**src/rtl/rv_seq_pkg.sv**
```systemverilog
// Shared definitions for the RV32 multi-cycle sequencer: state encoding and PC source selects.
package rv_seq_pkg;

    typedef enum logic [2:0] {
        ST_IDLE   = 3'd0,
        ST_FETCH  = 3'd1,
        ST_DECODE = 3'd2,
        ST_EXEC   = 3'd3,
        ST_MEM    = 3'd4,
        ST_WB     = 3'd5,
        ST_FAULT  = 3'd7
    } seq_state_e;

    localparam logic [1:0] PC_SEL_PLUS4  = 2'b00;
    localparam logic [1:0] PC_SEL_BRANCH = 2'b01;
    localparam logic [1:0] PC_SEL_JUMP   = 2'b10;

    // Jump outranks a taken branch; anything else falls through to PC+4.
    function automatic logic [1:0] pc_sel_f(input logic jump, input logic taken);
        logic [1:0] sel;
        if (jump) begin
            sel = PC_SEL_JUMP;
        end else if (taken) begin
            sel = PC_SEL_BRANCH;
        end else begin
            sel = PC_SEL_PLUS4;
        end
        return sel;
    endfunction

endpackage

```
**src/rtl/seq_timeout_counter.sv**
```systemverilog
// Memory wait guard: counts non-ready request cycles and flags expiry on the cycle that reaches the limit.
module seq_timeout_counter #(
    parameter int W = 8
) (
    input  logic         clk,
    input  logic         reset,
    input  logic         clear,
    input  logic         inc,
    input  logic [W-1:0] limit,
    output logic         expired
);

    logic [W-1:0] count_r;
    logic [W:0]   count_inc_s;

    // Expiry is flagged combinationally so the FSM leaves the request state on the limiting cycle.
    always_comb begin
        count_inc_s = {1'b0, count_r} + {{W{1'b0}}, 1'b1};
        if (inc) begin
            expired = (count_inc_s >= {1'b0, limit});
        end else begin
            expired = 1'b0;
        end
    end

    // Wait-cycle count; saturates at the limit since the FSM has already moved to FAULT.
    always_ff @(posedge clk) begin
        if (reset) begin
            count_r <= {W{1'b0}};
        end else if (clear) begin
            count_r <= {W{1'b0}};
        end else if (inc && !expired) begin
            count_r <= count_inc_s[W-1:0];
        end else begin
            count_r <= count_r;
        end
    end

endmodule

```
**src/rtl/multicycle_sequencer.sv**
```systemverilog
// Multi-cycle RV32 sequencer: FETCH/DECODE/EXEC/MEM/WB over one shared memory port,
// with retired-instruction counting and a sticky FAULT state left only by reset.
module multicycle_sequencer
    import rv_seq_pkg::*;
#(
    parameter int CNT_W       = 32,
    parameter int MEM_TIMEOUT = 255
) (
    input  logic             clk,
    input  logic             reset,
    input  logic             run,
    input  logic             ctrl_valid,
    input  logic             reg_write,
    input  logic             mem_read,
    input  logic             mem_write,
    input  logic             jump,
    input  logic             branch_taken,
    input  logic             mem_ready,
    output logic             mem_req,
    output logic             mem_we,
    output logic             mem_addr_sel,
    output logic             ir_en,
    output logic             opnd_en,
    output logic             alu_en,
    output logic             rf_we,
    output logic             pc_en,
    output logic [1:0]       pc_sel,
    output logic [2:0]       state,
    output logic             busy,
    output logic             fault,
    output logic [CNT_W-1:0] instret
);

    localparam int TO_W = $clog2(MEM_TIMEOUT + 1);

    seq_state_e       state_r;
    seq_state_e       state_next_s;
    logic             commit_s;
    logic             taken_r;
    logic             taken_s;
    logic [CNT_W-1:0] instret_r;
    logic             req_wait_s;
    logic             to_clear_s;
    logic             expired_s;
    logic             live_s;

    assign req_wait_s = ((state_r == ST_FETCH) || (state_r == ST_MEM)) && !mem_ready;
    // Any state change restarts the guard, so it is zero on entry to FETCH or MEM.
    assign to_clear_s = (state_next_s != state_r);

    seq_timeout_counter #(
        .W (TO_W)
    ) u_timeout (
        .clk     (clk),
        .reset   (reset),
        .clear   (to_clear_s),
        .inc     (req_wait_s),
        .limit   (TO_W'(MEM_TIMEOUT)),
        .expired (expired_s)
    );

    // Next-state logic; commit_s marks the cycle an instruction retires.
    always_comb begin
        state_next_s = state_r;
        commit_s     = 1'b0;
        case (state_r)
            ST_IDLE: begin
                if (run) begin
                    state_next_s = ST_FETCH;
                end else begin
                    state_next_s = ST_IDLE;
                end
            end
            ST_FETCH: begin
                if (mem_ready) begin
                    state_next_s = ST_DECODE;
                end else if (expired_s) begin
                    state_next_s = ST_FAULT;
                end else begin
                    state_next_s = ST_FETCH;
                end
            end
            ST_DECODE: begin
                if (!ctrl_valid) begin
                    state_next_s = ST_FAULT;
                end else begin
                    state_next_s = ST_EXEC;
                end
            end
            ST_EXEC: begin
                if (mem_read || mem_write) begin
                    state_next_s = ST_MEM;
                end else if (reg_write) begin
                    state_next_s = ST_WB;
                end else begin
                    commit_s = 1'b1;
                end
            end
            ST_MEM: begin
                if (mem_ready) begin
                    if (mem_read) begin
                        state_next_s = ST_WB;
                    end else begin
                        commit_s = 1'b1;
                    end
                end else if (expired_s) begin
                    state_next_s = ST_FAULT;
                end else begin
                    state_next_s = ST_MEM;
                end
            end
            ST_WB: begin
                commit_s = 1'b1;
            end
            ST_FAULT: begin
                state_next_s = ST_FAULT;
            end
            default: begin
                state_next_s = ST_FAULT;
            end
        endcase
        if (commit_s) begin
            state_next_s = run ? ST_FETCH : ST_IDLE;
        end else begin
            state_next_s = state_next_s;
        end
    end

    // State register.
    always_ff @(posedge clk) begin
        if (reset) begin
            state_r <= ST_IDLE;
        end else begin
            state_r <= state_next_s;
        end
    end

    // Taken bit captured in EXEC so a later commit still sees it after the ALU moves on.
    always_ff @(posedge clk) begin
        if (reset) begin
            taken_r <= 1'b0;
        end else if (state_r == ST_EXEC) begin
            taken_r <= branch_taken;
        end else begin
            taken_r <= taken_r;
        end
    end

    // Retired-instruction counter, wraps naturally.
    always_ff @(posedge clk) begin
        if (reset) begin
            instret_r <= {CNT_W{1'b0}};
        end else if (commit_s) begin
            instret_r <= instret_r + CNT_W'(1);
        end else begin
            instret_r <= instret_r;
        end
    end

    // A branch commits inside EXEC, before taken_r has been written.
    assign taken_s = (state_r == ST_EXEC) ? branch_taken : taken_r;
    assign live_s  = !reset;

    // Datapath strobes decoded from the registered state; suppressed while reset is asserted.
    always_comb begin
        mem_req      = 1'b0;
        mem_we       = 1'b0;
        mem_addr_sel = 1'b0;
        ir_en        = 1'b0;
        opnd_en      = 1'b0;
        alu_en       = 1'b0;
        rf_we        = 1'b0;
        case (state_r)
            ST_FETCH: begin
                mem_req = live_s;
                ir_en   = live_s && mem_ready;
            end
            ST_DECODE: begin
                opnd_en = live_s;
            end
            ST_EXEC: begin
                alu_en = live_s;
            end
            ST_MEM: begin
                mem_req      = live_s;
                mem_addr_sel = 1'b1;
                mem_we       = live_s && mem_write;
            end
            ST_WB: begin
                rf_we = live_s;
            end
            default: begin
                mem_req = 1'b0;
            end
        endcase
        pc_en = live_s && commit_s;
        if (pc_en) begin
            pc_sel = pc_sel_f(jump, taken_s);
        end else begin
            pc_sel = PC_SEL_PLUS4;
        end
    end

    assign state   = state_r;
    assign fault   = (state_r == ST_FAULT);
    assign busy    = (state_r != ST_IDLE) && (state_r != ST_FAULT);
    assign instret = instret_r;

endmodule

```
**config.mk**
```make
export PLATFORM = sky130hd
export DESIGN_NAME = multicycle_sequencer
export DESIGN_NICKNAME = d
export VERILOG_FILES = /design/src/rtl/rv_seq_pkg.sv /design/src/rtl/seq_timeout_counter.sv /design/src/rtl/multicycle_sequencer.sv
export SDC_FILE = /design/constraint.sdc
export NUM_CORES = 1
export LEC_CHECK = 0
export CAP_MARGIN = 20
export CORE_ASPECT_RATIO = 2
export CORE_UTILIZATION = 45
export CTS_CLUSTER_DIAMETER = 50
export DETAILED_ROUTE_END_ITERATION = 12
export GPL_ROUTABILITY_DRIVEN = 0
export PLACE_DENSITY = 0.73
export SKIP_CTS_REPAIR_TIMING = 1
export SLEW_MARGIN = 20
export SYNTH_ARGS = -nofsm -noshare
export SYNTH_HDL_FRONTEND = slang
export SYNTH_SLANG_ARGS = --single-unit
```
**constraint.sdc**
```tcl
create_clock -name clk -period 5.9 [get_ports clk]
set_input_delay 1.475 -clock clk [delete_from_list [all_inputs] [get_ports clk]]
set_output_delay 1.475 -clock clk [all_outputs]
set_load 0.02 [all_outputs]
```
**Yosys cells after proc, flatten, opt, wreduce, memory -nomap -nowiden**

Index checks and enable logic that the tools add are counted.
W data, S select, Z words.

- Add/subtract/negate cells: 2
- Multipliers: 0
- Divide/modulo/power cells: 0
- Magnitude comparators: 1
- Eq/ne operators: 8
- Shift-type cells: 0
- Muxes and demuxes: 28
- Bitwise operators: 0
- Reductions and logical operators: 15

Operators by type and width:

| kind | number |
|---|---|
| $add A32 B1 Y32 const B | 1 |
| $mux W3 | 8 |
| $pmux W3 S6 | 1 |
| $mux W1 | 15 |
| $add A8 B1 Y9 const B | 1 |
| $eq A3 B3 Y1 const B | 3 |
| $ge A9 B8 Y1 const B | 1 |
| $eq A3 B2 Y1 const B | 2 |
| $logic_and A1 B1 Y1 | 6 |
| $mux W2 | 3 |
| $reduce_or A2 Y1 | 2 |
| $eq A3 B1 Y1 const B | 1 |
| $logic_not A1 Y1 | 3 |
| $logic_not A3 Y1 | 1 |
| $ne A3 B3 Y1 | 1 |
| $ne A3 B3 Y1 const B | 1 |
| $pmux W1 S3 | 1 |
| $reduce_bool A3 Y1 | 1 |
| $logic_or A1 B1 Y1 | 2 |

- Register bits: 44
- Bits in latches: 0
- Bits in writable memories: 0
- Memory bits (read-only): 0
- Input port bits: 10
- Memories kept: 0

**Depth between registers and ports, before layout**

Gate-level depths: netlist of the first run.

- Depth in word-level cells: 10
- Gate-level depth with buffers: 9
- Gate-level depth less buffers: 8

**Modules after synthesis**

A second synthesis of the first run with hierarchy kept.

- Cell total of the unflattened synthesis: 332
- Area total of the unflattened synthesis: 2,667.6 sq um

Modules (own cells, without submodules):

| module | instances | cells each | area each (sq um) |
|---|---|---|---|
| multicycle_sequencer | 1 | 251 | 1,998.2 |
| seq_timeout_counter | 1 | 81 | 669.4 |

**Least setup slack after synthesis of the first run**

No wires, ideal clock.

- Path kind: input to output
- Start: input mem_read
- End: output pc_sel[0]
- Data arrival time: 2.814 ns
- Setup slack: 1.611 ns
- Stages: 4
- Buffers on the path: 0
- Path through: nor3_1 -> nor2b_1 -> nor2_1 -> nor4_1

- Longest elaborated chain between the ends: 5
- Elaborated cells between the ends (all ways): 7
- Classes of those cells: mux (5); reduce/logical (2)

RTL lines:

| item | line | RTL |
|---|---|---|
| from (decl) | multicycle_sequencer.sv:14 | `input logic mem_read,` |
| $mux W1 / $logic_or A1 B1 Y1 (equally long branches) | multicycle_sequencer.sv:101, multicycle_sequencer.sv:91 |  |
| $mux W1 (on tied branches) | multicycle_sequencer.sv:100, multicycle_sequencer.sv:91 |  |
| $pmux W1 S3 * | multicycle_sequencer.sv:66 | `case (state_r)` |
| $logic_and A1 B1 Y1 * | multicycle_sequencer.sv:196 | `pc_en = live_s && commit_s;` |
| $mux W2 * | multicycle_sequencer.sv:197 | `if (pc_en) begin` |
| to (decl) | multicycle_sequencer.sv:27 | `output logic [1:0] pc_sel,` |

Mark *: on every way between the ends. The rest lies on a longest branch, timed or not.

**Final worst setup path of the first run**

Same ends and word-level chain as after synthesis.

==> results.txt, run 1 <==
The run finished with clean final reports. The most frequent cell after synthesis is nor2_1. The hold violation total from the final report came out at 0. The number of register bits inferred by synthesis is 44. The CTS tree is built.

The wire length of the first global-routing pass came out at 9.818 mm. The later pin in the worst-skew pair is clocked with a latency of 0.30 ns. The buffer cell driving the clock tree root is clkbuf_8. The total number of H-tree levels came out at 2. In this run the power spent charging and discharging nets is 0.1741 mW. The proportion of power drawn by combinational gates is 0.158. The total of endpoints with negative setup slack in the final report came out at 0. After the last flow step, the layout net total stands at 373. The number of CTS-inserted buffers came out at 5.

The number of non-filler instances in the completed layout came out at 421. For this run, the leading register cell type out of synthesis is dfxtp_1. The number of rows created at floorplan came out at 38. The number of enable-type register cells in the synthesized netlist came out at 0. The critical-path cell with the highest stage delay is clkdlybuf4s50_1. The count of fill cells added during filler insertion came out at 501.

The routed length per placed instance came out at 14.44 um. The global-route congestion overflow total is 0. The synthesized net count is 322. The arrival time of data at the critical path endpoint came out at 3.73 ns. The internal power contribution is 0.4681 mW.

The setup skew after layout came out at 0.007885 ns. The headroom to the max-slew limit came out at 0.4417. The vertical die dimension is 107.5 um. Counting every instance in the synthesized netlist gives 309. The share of power burned in registers came out at 0.487. The setup TNS came out at 0 ns. The number of max-cap violations is 0. The overall via count from detail_route came out at 2372. Tracing the worst setup path back leads to its startpoint at mem_read. 57 I/O pins were placed.

The fraction of layout instances using a drive strength above 1 came out at 0.07202. The fraction of post-synthesis cell area in the top cell type by area is 0.3518. In this run the critical register-to-register path is launched from state[0].

The via count of the first global-routing pass is 2191. After detailed routing, the number of vias per cell comes to 5.634. After detailed routing, the number of remaining DRC violations is 0.

Power spread over the standard cell area amounts to 200.5 nW/um^2. The share of the Yosys chip area taken by registers is 0.3518. The type of the tightest min-delay check is register to register.

The worst setup path is launched from an input port. Setup repair after global routing left no endpoint under its margin. The clock power share came out at 0.356.

In the synthesized netlist, the cells that appear most often are nor2_1 (45), dfxtp_1 (44), nor3_1 (26), xnor2_1 (26), nand2_1 (21). The post-synthesis cell type count is 48. The post-route fraction of the period consumed by the critical path is 0.8817. The number of nets with antenna violations after detailed routing is 0.

The area growth from synthesis to layout came out at 27.94%. The static leakage came out at 1.014 nW. Each instance of the synthesized netlist takes up on average 8.102 sq um. The initial antenna violation count is 0. The width of the die is 54.75 um.

The post-placement cell count came out at 413. The HPWL after detailed placement is 4.552 mm. The antenna diode count is 0. The routed design has 6.078 mm of wire. The core footprint is 5373 sq um. The mapped netlist covers 2504 sq um. Port buffering added 56 buffers. Of all cell types, the one taking the most synthesized area is dfxtp_1. The detailed-routing iteration count for the pre-antenna-repair pass is 4.

The transition time at the pin with the least slew margin is 0.8375 ns. The maximum vdd ir drop is 0.1957 mV. The fraction of registers with async set/reset is 0.

The highest clock rate is 192.2 MHz. The critical path goes through clkdlybuf4s50_1, nor3_1, nor2b_1, nor2_1, nor4_1, clkdlybuf4s50_1. The violation count after the first detailed-routing iteration is 51. Entering global routing, the biggest net connects 22 pins.

The delay of the slowest cell on the worst path is 0.65 ns. The buffer depth of the longest clock path is 2. In this design, the critical path's most frequently occurring cell is clkdlybuf4s50_1. By area the synthesized netlist is led by dfxtp_1 (35%), xnor2_1 (9.1%), nor2_1 (6.7%). The worst setup path is of the input port to output port kind. Of the total power, the share spent switching nets is 0.2711.

The count of yosys warnings during synthesis is 0. The clock slew at the register clock pins of the worst setup and hold paths came out at 0.08 ns. The worst setup path is captured at an output port.

The starting density of the core came out at 0.4660. The overall die area came out at 5884 sq um. The maximum fanout along the worst path is 5. The clock period minus worst slack came out at 5.202 ns.

The startpoint identified for the worst hold timing path is taken_r. At the worst endpoint, the required time is 4.43 ns. The total routing resource utilization after global routing is 0.2238.

The number of slew-limit violations in the final report came out at 0. The tree built by TritonCTS fans out to 44 sinks.
## metrics by stage
stage / setup WS [ns] / power (mW) / utilization / hold slack (ns) / instance area [sq um]
6_report: 0.6979 / 0.6423 / 0.5962 / 0.5067 / 3203
2_1_floorplan: 1.611 / 0.3846 / - / 0.4594 / 2504
3_3_place_gp: 0.7987 / 0.4201 / 0.5762 / 0.4771 / 3095
3_5_place_dp: 0.7487 / 0.4204 / 0.5762 / 0.4847 / 3095
5_1_grt: 0.5546 / 0.6693 / 0.5962 / 0.5458 / 3203
4_1_cts: 0.7096 / 0.6465 / 0.5962 / 0.5084 / 3203
## per-layer routing
layer,track usage,wire length (um),share of wire,vias up
met3,0.04237,255,0.042,16
met5,0,0,0,-
met4,0.1209,193,0.032,0
li1,-,-,-,1182
met2,0.3881,3313,0.55,63
met1,0.2360,2316,0.38,1111
## sequential cells by signal, indices dropped and copies added, names as in the netlist
register           flops
instret               32
u_timeout.count_r      8
state                  3
taken_r                1
## layout make-up
type / instances / area [sq um] / share of cell area
clock buffers: 6 / 72.57 / 0.02266
clock inverters: 2 / 35.03 / 0.01094
inverters: 11 / 41.29 / 0.01289
multi-input cells: 239 / 1515 / 0.4730
flip-flops and latches: 44 / 880.8 / 0.2750
well taps: 60 / 75.07 / 0.02344
repair buffers: 59 / 583.1 / 0.1820
## critical path, delay by kind of cell
kind          cells  cell delay, ns
buf+inv           2            1.11
simple gates      4            1.14
## logic make-up (layout without fill, tap and decap cells)
family / after synthesis / in the layout / synth area share
flip-flops: 44 / 44 / 0.3518
adder cells (fa/ha/maj): 3 / 3 / 0.01499
buffers and inverters: 26 / 78 / 0.04298
AND/OR/NAND/NOR: 156 / 156 / 0.3293
AO/OA/AOI/OAI: 43 / 43 / 0.1299
XOR/XNOR: 34 / 34 / 0.1189
multiplexers: 3 / 3 / 0.01199
## power groups by stage
stage	clock network, mW	registers (mW)	logic (mW)
final	0.228	0.313	0.101
after global placement	0	0.320	0.101
after global routing	0.245	0.313	0.111
after CTS	0.233	0.312	0.101
after detailed placement	0	0.319	0.101
after floorplan	0	0.315	0.0691
## final timing paths
kind                               endpoint  slack (ns)  cells after the start
worst max-delay path              pc_sel[0]        0.70                      6
worst min register to register      taken_r        0.51                      2
worst min-delay path                taken_r        0.51                      2
worst max register to register  instret[25]        3.29                      6
## cells in the final DEF, fill, tap and decap left out, types with 4 or more instances in the layout
cell             synthesis  final
nand4_1                 10     10
clkbuf_8                 0      5
o21ai_0                 11     11
nand2b_1                 4      4
nand3_1                 11     11
nor2_1                  45     45
nor3_1                  26     26
nand2_1                 21     21
clkdlybuf4s50_1          0     56
xnor2_1                 26     26
or3_1                    6      6
and4_1                   5      5
a21oi_1                 16     16
nor2b_1                  6      6
inv_1                   11     11
dfxtp_1                 44     44
xor2_1                   8      8
nor4_1                   8      8
Note: power is estimated with default switching activity, not from simulation.
==> run 2, diff against run 1 <==
--- a/config.mk
+++ b/config.mk
@@ -11,9 +11,9 @@
 export CTS_CLUSTER_DIAMETER = 50
 export DETAILED_ROUTE_END_ITERATION = 12
 export GPL_ROUTABILITY_DRIVEN = 0
-export PLACE_DENSITY = 0.73
+export PLACE_DENSITY = 0.79
 export SKIP_CTS_REPAIR_TIMING = 1
-export SLEW_MARGIN = 20
+export SLEW_MARGIN = 10
 export SYNTH_ARGS = -nofsm -noshare
 export SYNTH_HDL_FRONTEND = slang
 export SYNTH_SLANG_ARGS = --single-unit
==> run 2 against run 1 <==
- first-iteration DRC count is 29% lower
- via count is 2.4% higher
- critical path depth stayed put
- flip-flop and latch count stayed put
- sequential power hardly changed
- global-route usage is 1.8 points higher
- total power is 3.6% higher
- fmax is 0.92% higher
- utilization is 0.35 points higher
- combinational power hardly changed
- routed wire length is 4.2% higher
- non-clock buffer count stayed put
- critical endpoint unchanged
==> results.txt, run 2 (synthesis results as in run 1) <==
The run finished with clean final reports. The overall die area came out at 5884 sq um. The number of max-cap violations came out at 0. In the global route stage, overall resource usage came out at 0.2418. The static leakage came out at 1.023 nW. The utilization of the core after routing is 0.5997. Of the total power, the share spent switching nets is 0.2613. The share of total power dissipated in combinational logic is 0.152.

The post-route fraction of the period consumed by the critical path came out at 0.8736. After detailed placement, the total cell area comes to 3095 sq um. The global-route congestion overflow total came out at 0. The clock period minus worst slack came out at 5.154 ns. The via density per instance came out at 5.770. For this design, the sink count on the clock tree is 44. For this block, the via count after detailed routing is 2429.

The hold violation total from the final report is 0. The antenna diode count came out at 0. The post-placement cell count came out at 413. Setup repair after global routing left no endpoint under its margin. The total number of H-tree levels came out at 2. The overall routed net length came out at 6.332 mm. In this run the worst path has a maximum fanout of 5. The worst setup path category is input port to output port. The net count reported at finish came out at 373. The slack of the critical path came out at 0.7456 ns. The most frequent cell on the critical path is clkdlybuf4s50_1. The total of endpoints with negative setup slack in the final report came out at 0.

The via count of the first global-routing pass came out at 2378. The required time of the worst setup path is 4.43 ns. The clock passes through at most 2 buffers. The worst setup timing slack at the placement stage came out at 0.7754 ns. In the layout the commonest cells are clkdlybuf4s50_1 (56), nor2_1 (45), dfxtp_1 (44). The type of the tightest min-delay check is register to register. The transition time at the pin with the least slew margin is 0.9132 ns. The CTS tree is built. The signal on the critical path passes through clkdlybuf4s50_1, nor3_1, nor2b_1, nor2_1, nor4_1, clkdlybuf4s50_1. The detailed router finished its first iteration with 36 violations. The detail route stage leaves a number of antenna-violating nets equal to 0.

The initial antenna violation count came out at 0. The number of DRC violations after detailed routing is 0. The final design instance area without fill is 3222 sq um. The number of flip-flops in the largest register is 32. The headroom to the max-slew limit is 0.3912.

Excluding fillers, the count of instances in the completed layout stands at 421. The clock slew at the register clock pins of the worst setup and hold paths came out at 0.08 ns. The share of total power dissipated in the clock network is 0.378. The maximum vdd ir drop came out at 0.2107 mV. The internal power contribution is 0.4917 mW. The delay of the slowest cell on the worst path came out at 0.65 ns. The vertical die dimension came out at 107.5 um. The tree is rooted in a clkbuf_8. The clock insertion delay at the later pin of the skew report is 0.30 ns. The analysis attributes to net switching a power of 0.1739 mW. Of the total power, registers draw 0.470. STA classifies the critical path endpoint as an output port. The core footprint came out at 5373 sq um. The number of rows created at floorplan came out at 38. The number of CTS-inserted buffers is 5. The number of slew-limit violations in the final report came to 0. The starting density of the core came out at 0.4660. The pin count of the biggest net entering global routing is 24. The wire length of the first global-routing pass is 10.65 mm. The HPWL after detailed placement is 4.647 mm. The setup skew after layout is 0.007552 ns. The total power density per cell area came out at 206.6 nW/um^2.

The arrival time of data at the critical path endpoint is 3.68 ns. For this run, the detailed router's first-pass iteration total came to 4. The setup TNS is 0 ns. The critical-path cell with the highest stage delay is clkdlybuf4s50_1. Timing would allow up to 194.0 MHz. The startpoint kind of the worst setup timing path is an input port. The width of the die is 54.75 um. Fill cells in the final layout number 505.

The number of placed I/O pins came out at 57. The total of buffers placed on input and output ports is 56. The fraction of layout instances using a drive strength above 1 came out at 0.07479. Relative to the synthesized area, the layout overhead comes to 28.69%.

Dividing the detail-routed wire length by the instance count gives 15.04 um. The library cell used most frequently in the layout, excluding fill and tap cells, is clkdlybuf4s50_1.
run 2: cell types whose count changed in the layout (fill, tap and decap cells not counted), sizes merged:
cell    delta
clkinv     -1
clkbuf     +1
run 2: power groups by stage:
| stage | clock [mW] | combinational [mW] | sequential (mW) |
|---|---|---|---|
| detailed placement | 0 | 0.100 | 0.320 |
| CTS | 0.257 | 0.101 | 0.313 |
| finish | 0.252 | 0.101 | 0.313 |
| global placement | 0 | 0.0999 | 0.320 |
| floorplan | 0 | 0.0691 | 0.315 |
| global route | 0.271 | 0.110 | 0.314 |
run 2: through the flow:
step	hold WS (ns)	power, mW
final	0.5030	0.6657
after global routing	0.5530	0.6952
after CTS	0.5076	0.6711
after detailed placement	0.4881	0.4203
after global placement	0.4771	0.4199
after floorplan	0.4594	0.3846
run 2: final timing paths:
check / start / to / slack (ns) / cells after the start
hold / removal: taken_r / taken_r / 0.50 / 2
setup / recovery: mem_read / pc_sel[0] / 0.75 / 6
setup reg to reg: state[0] / instret[25] / 3.22 / 6
hold reg to reg: taken_r / taken_r / 0.50 / 2
run 2: cell type report:
cell class	count	area, sq um	area share
repair buffers	59	583.1	0.1810
multi-input cells	239	1515	0.4703
well taps	60	75.07	0.02330
clock buffers	7	96.34	0.02990
clock inverters	1	30.03	0.009320
inverters	11	41.29	0.01282
flip-flops and latches	44	880.8	0.2734
run 2: critical path, delay by kind of cell:
kind / cells / cell delay (ns)
buf+inv: 2 / 1.10
simple gates: 4 / 1.10
run 2: layer usage:
layer	track usage	share of wire	vias to the layer above
met3	0.05085	0.042	19
li1	-	-	1181
met5	0	0	-
met2	0.4174	0.55	66
met4	0.1209	0.033	0
met1	0.2586	0.38	1163
